[src/rtl/flp_adder_pipe_if.sv]
// Operand, result and handshake bundle for flp_adder_pipe.
// slave  : adder side (takes operands, produces results).
// master : producer/consumer side driving the adder.
interface flp_adder_pipe_if #(
   parameter int EXP_W  = 8,
   parameter int MANT_W = 8
);
   logic              in_valid;
   logic              in_ready;
   logic              mode;       // 0 = add op1+op2, 1 = accumulate op1
   logic              acc_clr;
   logic [EXP_W-1:0]  exp1;
   logic [EXP_W-1:0]  exp2;
   logic [MANT_W-1:0] mant1;
   logic [MANT_W-1:0] mant2;
   logic              out_valid;
   logic              out_ready;
   logic [EXP_W:0]    exp;
   logic [MANT_W-1:0] mant;
   logic              sat;

   modport slave (
      input  in_valid, mode, acc_clr, exp1, exp2, mant1, mant2, out_ready,
      output in_ready, out_valid, exp, mant, sat
   );

   modport master (
      output in_valid, mode, acc_clr, exp1, exp2, mant1, mant2, out_ready,
      input  in_ready, out_valid, exp, mant, sat
   );
endinterface

[src/rtl/flp_adder_pipe.sv]
// Unsigned float adder/accumulator, value (2^MANT_W + m) * 2^e, no special encodings.
// Latency 3 cycles accept-to-out_valid; add ops one per cycle, accumulate ops one per 3 cycles.
// Backpressure: out_valid & ~out_ready freezes every stage and drops in_ready.
// Ports: clk, rst_n (async, active-low); bus (slave) carries in_valid/in_ready, mode, acc_clr,
//        exp1/mant1, exp2/mant2, out_valid/out_ready, exp (EXP_W+1 bits), mant, sat.
module flp_adder_pipe #(
   parameter int EXP_W  = 8,
   parameter int MANT_W = 8
) (
   input logic            clk,
   input logic            rst_n,
   flp_adder_pipe_if.slave bus
);
   localparam int E1 = EXP_W + 1;   // result / accumulator exponent width
   localparam int SW = MANT_W + 1;  // significand including the hidden one

   typedef enum logic {IDLE, BUSY} state_t;

   state_t            state_q, state_d;
   logic              adv;

   // accumulator state
   logic [E1-1:0]     acc_exp;
   logic [MANT_W-1:0] acc_mant;
   logic              acc_empty;
   logic              sat_q;

   // S1: operand select, compare/swap, exponent difference
   logic              empty_eff;
   logic              solo;
   logic [E1-1:0]     a_exp, b_exp;
   logic [MANT_W-1:0] a_mant, b_mant;
   logic              swap;

   logic              s1_vld, s1_mode, s1_solo;
   logic [E1-1:0]     s1_exp, s1_diff;
   logic [SW-1:0]     s1_siga, s1_sigb;

   // S2: align and add
   logic [SW-1:0]     addend;
   logic [SW:0]       sum;

   logic              s2_vld, s2_mode;
   logic [E1-1:0]     s2_exp;
   logic [SW:0]       s2_sum;

   // S3: normalise
   logic              carry;
   logic              ovf;
   logic [E1-1:0]     exp_inc;
   logic              res_sat;
   logic [E1-1:0]     res_exp;
   logic [MANT_W-1:0] res_mant;

   // The whole pipe moves together; only a held result blocks it.
   assign adv = ~(bus.out_valid & ~bus.out_ready);

   // ---------------- control FSM ----------------
   always_ff @(posedge clk or negedge rst_n) begin
      if (!rst_n) state_q <= IDLE;
      else        state_q <= state_d;
   end

   // BUSY covers an accumulate between accept and its write-back, so the
   // next accumulate always reads an up-to-date accumulator.
   always_comb begin
      state_d      = state_q;
      bus.in_ready = 1'b0;
      case (state_q)
         IDLE: begin
            bus.in_ready = adv;
            if (adv && bus.in_valid && bus.mode) state_d = BUSY;
         end
         BUSY: begin
            if (adv && s2_vld && s2_mode) state_d = IDLE;
         end
         default: state_d = IDLE;
      endcase
   end

   // ---------------- S1 ----------------
   always_comb begin
      // a clear in the accept cycle wins over the stored accumulator
      empty_eff = acc_empty | bus.acc_clr;
      solo      = bus.mode & empty_eff;
      if (bus.mode && !empty_eff) begin
         a_exp  = acc_exp;
         a_mant = acc_mant;
      end else begin
         a_exp  = {1'b0, bus.exp1};
         a_mant = bus.mant1;
      end
      if (bus.mode) begin
         b_exp  = {1'b0, bus.exp1};
         b_mant = bus.mant1;
      end else begin
         b_exp  = {1'b0, bus.exp2};
         b_mant = bus.mant2;
      end
      swap = b_exp > a_exp;
   end

   always_ff @(posedge clk or negedge rst_n) begin
      if (!rst_n) begin
         s1_vld  <= 1'b0;
         s1_mode <= 1'b0;
         s1_solo <= 1'b0;
         s1_exp  <= '0;
         s1_diff <= '0;
         s1_siga <= '0;
         s1_sigb <= '0;
      end else if (adv) begin
         s1_vld <= bus.in_valid & bus.in_ready;
         if (bus.in_valid && bus.in_ready) begin
            s1_mode <= bus.mode;
            s1_solo <= solo;
            if (swap) begin
               s1_exp  <= b_exp;
               s1_diff <= b_exp - a_exp;
               s1_siga <= {1'b1, b_mant};
               s1_sigb <= {1'b1, a_mant};
            end else begin
               s1_exp  <= a_exp;
               s1_diff <= a_exp - b_exp;
               s1_siga <= {1'b1, a_mant};
               s1_sigb <= {1'b1, b_mant};
            end
         end
      end
   end

   // ---------------- S2 ----------------
   always_comb begin
      // a shift of MANT_W+1 or more leaves nothing of the smaller operand
      if (s1_solo || (32'(s1_diff) >= MANT_W + 1)) addend = '0;
      else                                           addend = s1_sigb >> s1_diff;
      sum = {1'b0, s1_siga} + {1'b0, addend};
   end

   always_ff @(posedge clk or negedge rst_n) begin
      if (!rst_n) begin
         s2_vld  <= 1'b0;
         s2_mode <= 1'b0;
         s2_exp  <= '0;
         s2_sum  <= '0;
      end else if (adv) begin
         s2_vld <= s1_vld;
         if (s1_vld) begin
            s2_mode <= s1_mode;
            s2_exp  <= s1_exp;
            s2_sum  <= sum;
         end
      end
   end

   // ---------------- S3 ----------------
   always_comb begin
      carry          = s2_sum[SW];
      {ovf, exp_inc} = {1'b0, s2_exp} + {{E1{1'b0}}, carry};
      // add-mode exponents are zero-extended, so only accumulates can wrap
      res_sat        = s2_mode & ovf;
      if (res_sat) begin
         res_exp  = '1;
         res_mant = '1;
      end else begin
         res_exp  = exp_inc;
         res_mant = carry ? s2_sum[MANT_W:1] : s2_sum[MANT_W-1:0];
      end
   end

   always_ff @(posedge clk or negedge rst_n) begin
      if (!rst_n) begin
         bus.out_valid <= 1'b0;
         bus.exp       <= '0;
         bus.mant      <= '0;
         acc_exp       <= '0;
         acc_mant      <= '0;
         acc_empty     <= 1'b1;
         sat_q         <= 1'b0;
      end else begin
         if (adv) begin
            bus.out_valid <= s2_vld;
            if (s2_vld) begin
               bus.exp  <= res_exp;
               bus.mant <= res_mant;
            end
         end
         // in_ready implies IDLE, so a clear never races an accumulate write-back
         if (bus.in_ready && bus.acc_clr) begin
            acc_empty <= 1'b1;
            sat_q     <= 1'b0;
         end
         if (adv && s2_vld && s2_mode) begin
            acc_exp   <= res_exp;
            acc_mant  <= res_mant;
            acc_empty <= 1'b0;
            if (res_sat) sat_q <= 1'b1;
         end
      end
   end

   assign bus.sat = sat_q;

endmodule

[src/flat_wrapper.sv]
// flat-port wrapper written by rule: the top's interface ports become plain ports
module flp_adder_pipe_flat 
#(
   parameter int EXP_W  = 8,
   parameter int MANT_W = 8
)
  (clk, rst_n, bus_in_valid, bus_mode, bus_acc_clr, bus_exp1, bus_exp2, bus_mant1, bus_mant2, bus_out_ready, bus_in_ready, bus_out_valid, bus_exp, bus_mant, bus_sat);
  flp_adder_pipe_if #(.EXP_W(EXP_W), .MANT_W(MANT_W)) bus_i ();
  input logic clk;
  input logic rst_n;
  input wire logic [$bits(bus_i.in_valid)-1:0] bus_in_valid;
  input wire logic [$bits(bus_i.mode)-1:0] bus_mode;
  input wire logic [$bits(bus_i.acc_clr)-1:0] bus_acc_clr;
  input wire logic [$bits(bus_i.exp1)-1:0] bus_exp1;
  input wire logic [$bits(bus_i.exp2)-1:0] bus_exp2;
  input wire logic [$bits(bus_i.mant1)-1:0] bus_mant1;
  input wire logic [$bits(bus_i.mant2)-1:0] bus_mant2;
  input wire logic [$bits(bus_i.out_ready)-1:0] bus_out_ready;
  output wire logic [$bits(bus_i.in_ready)-1:0] bus_in_ready;
  output wire logic [$bits(bus_i.out_valid)-1:0] bus_out_valid;
  output wire logic [$bits(bus_i.exp)-1:0] bus_exp;
  output wire logic [$bits(bus_i.mant)-1:0] bus_mant;
  output wire logic [$bits(bus_i.sat)-1:0] bus_sat;
  assign bus_i.in_valid = bus_in_valid;
  assign bus_i.mode = bus_mode;
  assign bus_i.acc_clr = bus_acc_clr;
  assign bus_i.exp1 = bus_exp1;
  assign bus_i.exp2 = bus_exp2;
  assign bus_i.mant1 = bus_mant1;
  assign bus_i.mant2 = bus_mant2;
  assign bus_i.out_ready = bus_out_ready;
  assign bus_in_ready = bus_i.in_ready;
  assign bus_out_valid = bus_i.out_valid;
  assign bus_exp = bus_i.exp;
  assign bus_mant = bus_i.mant;
  assign bus_sat = bus_i.sat;
  flp_adder_pipe #(.EXP_W(EXP_W), .MANT_W(MANT_W)) u_core (.clk(clk), .rst_n(rst_n), .bus(bus_i));
endmodule
[config.mk]
export PLATFORM = sky130hd
export DESIGN_NAME = flp_adder_pipe_flat
export DESIGN_NICKNAME = d
export VERILOG_FILES = /design/src/rtl/flp_adder_pipe_if.sv /design/src/rtl/flp_adder_pipe.sv /design/src/flat_wrapper.sv
export SDC_FILE = /design/constraint.sdc
export NUM_CORES = 1
export LEC_CHECK = 0
export ABC_AREA = 1
export CAP_MARGIN = 40
export CORE_ASPECT_RATIO = 1.25
export CORE_MARGIN = 5
export CORE_UTILIZATION = 45
export DETAILED_ROUTE_END_ITERATION = 7
export PLACE_DENSITY = 0.69
export SLEW_MARGIN = 5
export SYNTH_ARGS = -nofsm -noshare
export SYNTH_HDL_FRONTEND = slang
export SYNTH_SLANG_ARGS = --single-unit
[constraint.sdc]
create_clock -name clk -period 6.2 [get_ports clk]
set_input_delay 1.86 -clock clk [delete_from_list [all_inputs] [get_ports clk]]
set_output_delay 1.86 -clock clk [all_outputs]
set_load 0.02 [all_outputs]
==> results.json <==
{
  "grt.total_usage": 0.2011,
  "cp.required_ps": 4340,
  "place.gp.congestion": 0.8858,
  "dpl_cell_area_um2": 6942,
  "drcViolationCount": 0,
  "io_pins": 58,
  "dp_hpwl_mm": 11.72,
  "slew-limit-headroom": 0.4875,
  "worst-path-max-fanout": 4,
  "pwr_density_cell_nw_per_um2": 402.3,
  "syn_area_um2": 6325,
  "path_class": "input pin to output pin",
  "min_path_type": "flip-flop to flip-flop",
  "setup_viol": 0,
  "dieArea_um2": 16540,
  "fin_crit_sh": 0.8366,
  "clock-sinks": 97,
  "slew_violations": 0,
  "clk_pin_slew_ps": 80,
  "start_kind": "input pin",
  "worstMarginPinSlew_ps": 768.8,
  "root_buffer": "clkbuf_16",
  "antenna_found_initial": 0,
  "synth_warnings": 0,
  "cts_hold_buf": 0,
  "fmax_ghz": 0.1928,
  "tns_ps": 0,
  "antenna_cells": 0,
  "areaGrowthSynthToFinish_pct": 14.38,
  "arrival_ps": 3330,
  "wl_mm": 15.89,
  "routed_via_density": 5.107,
  "nets": 1022,
  "drtIter0Drc": 461,
  "synthCells": 918,
  "drtPass1Iterations": 5,
  "initial_utilization": 0.4579,
  "die_y_um": 142.6,
  "cap_viol_max_count": 0,
  "slowest_stage": "clkdlybuf4s50_1",
  "die_w_um": 116.0,
  "power.ir.vdd_worst_v": 0.0002469,
  "status": "finished clean",
  "end_kind": "output pin",
  "critical-path-top-delay-family": "buffers and inverters",
  "cts_tree": "built",
  "gr-total-overflow": 0,
  "grt_max_degree": 60,
  "path_buf_inv": 2,
  "cts_resized": 0,
  "cts_buffer_depth": 2,
  "place_inst": 1118,
  "grt_pass1_vias": 5372,
  "vias": 5791,
  "cts.htree.levels": 3,
  "portBuffers": 57,
  "ys_types": 38,
  "yosys_register_bits": 97,
  "leakagePower_nw": 3.852,
  "syn_area_per_cell_um2": 6.890,
  "final_area_um2": 7234,
  "core_area_um2": 13810,
  "syn_nets": 986,
  "crit_chain": "clkdlybuf4s50_1 -> nor2_1 -> nor2_1 -> clkdlybuf4s50_1",
  "cts_buffers": 9,
  "wl_per_cell_um": 14.01,
  "cts_setup_buffers": 0,
  "hold_viol": 0,
  "grt_pass1_wl_mm": 26.66,
  "final_antenna_net_count": 0,
  "rsz0062_at_grt": "no",
  "rows": 48,
  "fin_crit_ps": 5187,
  "power_mw": 2.910,
  "clock_skew_ps": 10.89,
  "worstSkewPairLatency_ps": 360,
  "drive_above_1_share": 0.04380,
  "seq_area_frac_synth": 0.3840,
  "final_cell_count_no_fill": 1134,
  "fin_hold_ws_ps": 476.2,
  "slowest_delay_ps": 670
}
## worst paths after layout
kind	from	endpoint	slack (ps)	cells after the start
max	bus_out_ready	bus_in_ready	1010	4
min	u_core.s1_exp[8]	u_core.s2_exp[8]	480	2
max reg2reg	u_core.acc_empty	u_core.s1_exp[1]	2760	15
min reg2reg	u_core.s1_exp[8]	u_core.s2_exp[8]	480	2
max in group asynchronous	rst_n	u_core.s2_sum[5]	3630	2
min in group asynchronous	rst_n	u_core.bus.mant[5]	1580	1
## sequential cells by signal, indices dropped and copies added, names as in the netlist, 8 cells and up
signal / count
u_core.s1_sigb: 9
u_core.acc_exp: 9
u_core.s1_exp: 9
u_core.s1_diff: 9
u_core.s2_sum: 10
u_core.s1_siga: 8
u_core.bus.exp: 9
u_core.s2_exp: 9
u_core.bus.mant: 8
u_core.acc_mant: 8
## kinds of logic (layout without fill, tap and decap cells)
kind of cell	after synthesis	in the layout	share of synthesized area
AO/OA/AOI/OAI	100	100	0.08328
XOR/XNOR	11	11	0.01523
adder cells (fa/ha/maj)	30	30	0.06291
buffers and inverters	138	179	0.09436
flip-flops	97	97	0.3840
AND/OR/NAND/NOR	542	542	0.3602
## tightest hold or removal path, delay by kind of cell (launching register included)
family,cells,cell delay [ps]
simple gates,2,100
flops,1,340
## synth_stat cells
library cell	count	area share
clkbuf_1	12	0.0071
ha_1	27	0.053
nand3_2	1	0.0016
inv_4	1	0.00099
nand4_2	2	0.0040
inv_1	92	0.055
nor3_1	2	0.0016
buf_1	1	0.00059
nor2_2	1	0.00099
o21ai_0	62	0.049
o21bai_1	2	0.0024
xnor2_1	7	0.0097
nand2_2	4	0.0040
o211ai_1	4	0.0047
or2_0	1	0.00099
or2_2	1	0.00099
o21ai_1	2	0.0016
o21a_1	2	0.0024
dfrtp_1	96	0.38
nor2_4	1	0.0018
nand3b_1	1	0.0012
nand2_1	381	0.23
nand2_8	1	0.0032
nor3_2	2	0.0032
xor2_1	4	0.0055
fa_1	3	0.0095
nor2_1	29	0.017
nand2_4	1	0.0018
a21oi_1	23	0.018
buf_6	5	0.0089
a31oi_1	5	0.0049
inv_2	2	0.0012
dfstp_2	1	0.0042
buf_2	16	0.013
nand4_1	8	0.0079
nand3_1	106	0.084
buf_4	5	0.0059
clkinv_1	4	0.0024
## through the flow
step           worst slack, ps    util
6_report                  1013  0.5237
5_1_grt                  945.1  0.5237
4_1_cts                   1005  0.5237
3_5_place_dp             947.1  0.5025
3_3_place_gp             990.9  0.5025
2_1_floorplan             2075       -
## cells in the final DEF, fill, tap and decap left out, drive strengths merged, types with 10 or more instances in the layout
master | synthesis | layout
o21ai | 64 | 64
nand2 | 387 | 387
nand4 | 10 | 10
clkdlybuf4s50 | 0 | 56
nand3 | 107 | 107
inv | 95 | 100
dfrtp | 96 | 96
ha | 27 | 27
nor2 | 31 | 31
a21oi | 23 | 23
## cell type report
class                      count  area [um2]
timing repair buffer          64       620.6
tap                          175       219.0
multi-input combinational    683        3299
clock buffer                   9       225.2
fill                        1421        6579
inverter                      99       374.1
sequential                    97        2429
clock inverter                 7       67.56
## where the power goes
group          internal, mW  leakage (nW)  switching [mW]
clock network         0.285         0.142           0.275
registers             0.898          1.22           0.213
logic                 0.462          2.49           0.778
## routing by layer
layer  wire length, um  GRT usage
met4               221    0.05864
met2              7444     0.3256
met3               759    0.02807
met5                 0          0
met1              7468     0.2805
Power figures use the tool's default switching activity.
